===== src/rtl/fetch_ctrl.sv =====
// Instruction fetch controller: sequences imem requests, steers the PC register,
// parks a fetched word while decode stalls, and drains a stale request after a redirect.
module fetch_ctrl #(
  parameter int unsigned     BW        = 32,
  parameter logic [BW-1:0]   RESET_VEC = '0
) (
  input  logic          clk,
  input  logic          rst,
  input  logic [BW-1:0] pc_cur,
  output logic [BW-1:0] pc_next,
  output logic          pc_stall,
  input  logic          stall_id,
  input  logic          redirect_valid,
  input  logic [BW-1:0] redirect_target,
  output logic          imem_req,
  output logic [BW-1:0] imem_addr,
  input  logic          imem_ack,
  input  logic [BW-1:0] imem_rdata,
  output logic          if_valid,
  output logic [BW-1:0] instr_out,
  output logic          if_flush
);

  typedef enum logic [1:0] {BOOT, REQ, HOLD, DRAIN} state_t;

  localparam logic [BW-1:0] INC = BW'(4);

  state_t        state, state_d;
  logic [BW-1:0] addr_q, addr_d;
  logic [BW-1:0] instr_q, instr_d;
  logic [BW-1:0] pc_inc;

  // Wraps modulo 2^BW by construction.
  assign pc_inc    = pc_cur + INC;
  assign imem_addr = addr_q;
  assign instr_out = (state == REQ) ? imem_rdata : instr_q;

  always_ff @(posedge clk or negedge rst) begin
    if (!rst) begin
      state   <= BOOT;
      addr_q  <= RESET_VEC;
      instr_q <= '0;
    end else begin
      state   <= state_d;
      addr_q  <= addr_d;
      instr_q <= instr_d;
    end
  end

  always_comb begin
    state_d  = state;
    addr_d   = addr_q;
    instr_d  = instr_q;
    pc_next  = pc_cur;
    pc_stall = 1'b1;
    imem_req = 1'b0;
    if_valid = 1'b0;
    if_flush = 1'b0;
    unique case (state)
      BOOT: begin
        pc_next  = RESET_VEC;
        pc_stall = 1'b0;
        addr_d   = RESET_VEC;
        state_d  = REQ;
      end
      REQ: begin
        imem_req = 1'b1;
        if (redirect_valid) begin
          pc_next  = redirect_target;
          pc_stall = 1'b0;
          if_flush = 1'b1;
          // Without an ack the old request is still in flight and must be drained.
          if (imem_ack) addr_d  = redirect_target;
          else          state_d = DRAIN;
        end else if (imem_ack) begin
          if (!stall_id) begin
            if_valid = 1'b1;
            pc_next  = pc_inc;
            pc_stall = 1'b0;
            addr_d   = pc_inc;
          end else begin
            instr_d = imem_rdata;
            state_d = HOLD;
          end
        end
      end
      HOLD: begin
        if_valid = 1'b1;
        if (redirect_valid) begin
          if_valid = 1'b0;
          if_flush = 1'b1;
          pc_next  = redirect_target;
          pc_stall = 1'b0;
          addr_d   = redirect_target;
          state_d  = REQ;
        end else if (!stall_id) begin
          pc_next  = pc_inc;
          pc_stall = 1'b0;
          addr_d   = pc_inc;
          state_d  = REQ;
        end
      end
      DRAIN: begin
        imem_req = 1'b1;
        if (redirect_valid) begin
          pc_next  = redirect_target;
          pc_stall = 1'b0;
          if_flush = 1'b1;
        end
        // Returned data is stale; pc_cur already points at the redirect target.
        if (imem_ack) begin
          addr_d  = redirect_valid ? redirect_target : pc_cur;
          state_d = REQ;
        end
      end
      default: state_d = BOOT;
    endcase
  end

endmodule


===== config.mk =====
export PLATFORM = sky130hd
export DESIGN_NAME = fetch_ctrl
export DESIGN_NICKNAME = d
export VERILOG_FILES = /design/src/rtl/fetch_ctrl.sv
export SDC_FILE = /design/constraint.sdc
export NUM_CORES = 1
export LEC_CHECK = 0
export BUFFER_PORTS_ARGS = -buffer_cell sky130_fd_sc_hd__buf_2
export CAP_MARGIN = 25
export CORE_UTILIZATION = 35
export DETAILED_ROUTE_END_ITERATION = 7
export HOLD_SLACK_MARGIN = 0.12
export PLACE_DENSITY = 0.67
export SLEW_MARGIN = 20
export SYNTH_ARGS = -nofsm -noshare
export SYNTH_HDL_FRONTEND = slang
export SYNTH_SLANG_ARGS = --single-unit

===== constraint.sdc =====
create_clock -name clk -period 3 [get_ports clk]
set_input_delay 0.15 -clock clk [delete_from_list [all_inputs] [get_ports clk]]
set_output_delay 0.15 -clock clk [all_outputs]
set_load 0.02 [all_outputs]

==> load_flow_metrics.sql <==
INSERT INTO impl_metrics (metric_group, metric, value, unit) VALUES
('outcome', 'outcome', 'complete, but fails checks', ''),
('outcome', 'violations', 'DRC', ''),
('worst_setup_path', 'critical_path_required', '2850', 'ps'),
('cts', 'clock_insertion_delay_at_the_later_pin_of_the_skew_report', '350', 'ps'),
('placed_design', 'dp_hpwl', '14.55', 'mm'),
('sta', 'finalHoldViolations', '0', ''),
('sta', 'report.final.setup_viol', '0', ''),
('placed_design', 'port_buffers', '200', ''),
('worst_setup_path', 'worst_ep_arrival_time', '2680', 'ps'),
('synthesis', 'synth_compound_gate_area_share', '27.98', '%'),
('synthesis', 'synthDominantAreaCellType', 'dfrtp_1', ''),
('sta', 'clock-skew-final', '4.899', 'ps'),
('floorplan', 'initial_utilization', '36.36', '%'),
('sta', 'report.final.slew_viol_count', '0', ''),
('min_path', 'hold_depth', '3', ''),
('route', 'via_per_inst', '5.975', ''),
('finish', 'area_growth', '35.68', '%'),
('finish', 'finalNetCount', '964', ''),
('pwr', 'total_leakage_power', '3.283', 'nW'),
('global_routing', 'grt_start_max_net_pins', '42', ''),
('global_routing', 'first_pass_grt_wire_length', '32.02', 'mm'),
('synthesis', 'yosys.area.top_type_share', '30.91', '%'),
('floorplan', 'placementRows', '44', ''),
('synthesis', 'post_synth_fa_ha_maj_area_fraction', '1.171', '%'),
('sta', 'fmax', '0.3532', 'GHz'),
('floorplan', 'die_area', '15770', 'um^2'),
('floorplan', 'design.core.area', '14700', 'um^2'),
('synthesis', 'synth_simple_gate_area_share', '18.61', '%'),
('route', 'drt_pre_antenna_iters', '8', ''),
('finish', 'fillerInstances', '1427', ''),
('route', 'drt_iter0_drc', '703', ''),
('synthesis', 'async_reset_ff_share', '100.0', '%'),
('route', 'num_vias', '6256', ''),
('cts', 'h-tree-depth', '3', ''),
('finish', 'num_antenna_cells', '0', ''),
('synthesis', 'cells_taking_the_most_area_after_synthesis', 'dfrtp_1, mux2_2, o21ai_0', ''),
('finish', 'utilization', '49.33', '%'),
('synthesis', 'synth_ff_type', 'dfrtp_1', ''),
('sta', 'fin_crit_sh', '94.37', '%'),
('cts', 'clockBufferDepth', '2', ''),
('finish', 'layout-drive-gt1-share', '37.78', '%'),
('min_path', 'hold_path_class', 'input pin to register', ''),
('cts', 'cts_tree', 'built', ''),
('placed_design', 'gp_congestion', '0.9215', ''),
('route', 'detail-route-antenna-nets', '0', ''),
('synthesis', 'post_synth_inst_count', '643', ''),
('pwr', 'peak_supply_drop', '0.7155', 'mV'),
('sta', 'setup_tns', '0', 'ps'),
('worst_setup_path', 'critPathKind', 'register to output port', ''),
('floorplan', 'die_y', '125.6', 'um'),
('synthesis', 'xor_xnor_portion_of_the_synthesized_cell_area', '0.3278', '%'),
('worst_setup_path', 'crit_path_cell_trace', 'inv_1 > ha_1 > a21oi_1 > or2_2 > buf_4 > or4_1 > a31oi_1 > buf_2', ''),
('synthesis', 'combined_area_of_all_synthesized_cells', '5344', 'um^2'),
('worst_setup_path', 'reg2regPathDepth', '7', ''),
('worst_setup_path', 'critPathSlowestCell', 'or4_1', ''),
('route', 'drcViolationCount', '15', ''),
('synthesis', 'register_bit_count_reported_by_yosys', '66', ''),
('floorplan', 'chipWidth', '125.6', 'um'),
('synthesis', 'synth_edf_count', '0', ''),
('global_routing', 'grt_antenna_before_repair', '0', ''),
('sta', 'timing.final.crit_period', '2831', 'ps'),
('cts', 'clock_tree.root_cell', 'clkbuf_16', ''),
('sta', 'max-slew-margin-rel', '61.78', '%'),
('worst_setup_path', 'peak_fanout_along_the_critical_path', '20', ''),
('pwr', 'p_total', '7.650', 'mW'),
('worst_setup_path', 'cp_slowest_stage_delay', '480', 'ps'),
('global_routing', 'grtUsageTotal', '26.02', '%'),
('pwr', 'p_per_area', '1055', 'nW/um^2'),
('cts', 'numCtsBuffers', '9', ''),
('cts', 'cts.sink_count', '66', ''),
('cts', 'clock_transition_at_the_register_clock_pins_on_the_worst_setup_and_hold_paths_after_cts', '60', 'ps');
==> path summary, 6_finish.rpt <==
kind                                  to  slack [ps]                start
setup / recovery              pc_next[7]         170             state[0]
hold / removal             imem_addr[22]         170  redirect_target[22]
setup reg to reg           imem_addr[17]         590             state[0]
hold reg to reg            imem_addr[22]         470        imem_addr[22]
max in group asynchronous  imem_addr[24]        1900                  rst
min in group asynchronous  imem_addr[10]         320                  rst
==> placed cells by master (no fill, tap or decap), drive strengths merged, types with 9 or more instances in the layout <==
cell and n:
a31oi 25, nor2 43, mux2 65, nand2 49, nand3 18, clkbuf 10, a21oi 43, o31ai 14
dfrtp 66, nor4 9, dlygate4sd3 34, o21a 14, inv 18, nor3 10, buf 232, and3 11
nand4 14, o21ai 58
==> stage by stage <==
step,hold WS [ps],worst slack (ps),instance area [um^2],std cells
2_1_floorplan,-145.6,502.3,5344,643
3_3_place_gp,160.5,485.3,6579,995
3_5_place_dp,164.2,442.6,6579,995
4_1_cts,151.2,55.91,7224,1045
5_1_grt,176.2,0.3699,7251,1047
6_report,165.9,168.8,7251,1047
==> layer usage <==
metal / vias up / track usage [%] / part of all wire [%]
met2: 364 / 43.01 / 47
met1: 2994 / 33.62 / 42
met4: 0 / 6.385 / 1.3
met5: - / 0 / 0
met3: 20 / 6.932 / 9.8
li1: 2878 / - / -
==> what timing repair did <==
action | 4_1_cts | 5_1_grt
buffers inserted | 0 | 2
endpoints found under the hold margin | 53 | 0
setup endpoints to repair | 0 | 8
resized for setup | 0 | 3
hold buffers | 34 | 0
==> worst max-delay path: cells and delay by family (launching register included) <==
family | cells | cell delay, ps
compound gates | 2 | 240
fa+ha+maj | 1 | 170
buf+inv | 3 | 560
flops | 1 | 440
simple gates | 2 | 930
==> power breakdown <==
part           internal [mW]  total [mW]  switching, mW
clock                  0.666        1.10          0.438
combinational           1.89        4.99           3.09
sequential              1.33        1.56          0.235
==> layout make-up <==
| cell class | count | area (um^2) | area share (%) |
|---|---|---|---|
| flip-flops and latches | 66 | 1652 | 22.78 |
| inverters | 18 | 67.56 | 0.9318 |
| multi-input cells | 497 | 3411 | 47.04 |
| clock buffers | 10 | 239.0 | 3.296 |
| repair buffers | 266 | 1585 | 21.86 |
| clock inverters | 6 | 66.31 | 0.9146 |
| well taps | 184 | 230.2 | 3.175 |
==> logic make-up (layout without fill, tap and decap cells) <==
logic type	count (synthesis)	count (layout)
adders and majority gates	5	5
muxes	73	73
DFF	66	66
AOI/OAI and AO/OA	226	226
buffers and inverters	80	300
and+or+nand+nor	191	191
xor gates and xnor gates	2	2
==> registers in the layout, summed over array words and instances, names as in the netlist <==
signal / count
instr_q: 32
state: 2
imem_addr: 32
==> synth_stat cells (3+ instances only) <==
| library cell | instances |
|---|---|
| a211oi_1 | 4 |
| a21boi_0 | 6 |
| a21oi_1 | 43 |
| a221oi_1 | 3 |
| a22o_1 | 4 |
| a311oi_1 | 7 |
| a31oi_1 | 25 |
| a32o_1 | 5 |
| a32oi_1 | 3 |
| a41oi_1 | 3 |
| and2_1 | 3 |
| and3_1 | 11 |
| and4_1 | 5 |
| buf_1 | 6 |
| buf_2 | 4 |
| clkbuf_1 | 50 |
| dfrtp_1 | 66 |
| ha_1 | 5 |
| inv_1 | 18 |
| mux2_2 | 65 |
| mux2i_1 | 8 |
| nand2_1 | 48 |
| nand2b_1 | 5 |
| nand3_1 | 18 |
| nand4_1 | 13 |
| nor2_1 | 43 |
| nor3_1 | 10 |
| nor4_1 | 8 |
| o211ai_1 | 3 |
| o21a_1 | 14 |
| o21ai_0 | 58 |
| o311a_1 | 4 |
| o311ai_0 | 8 |
| o31a_1 | 7 |
| o31ai_1 | 14 |
| o41ai_1 | 4 |
| or2_2 | 6 |
| or3_1 | 6 |
| or4_1 | 5 |
No activity file was read; power rests on OpenSTA's default activity.
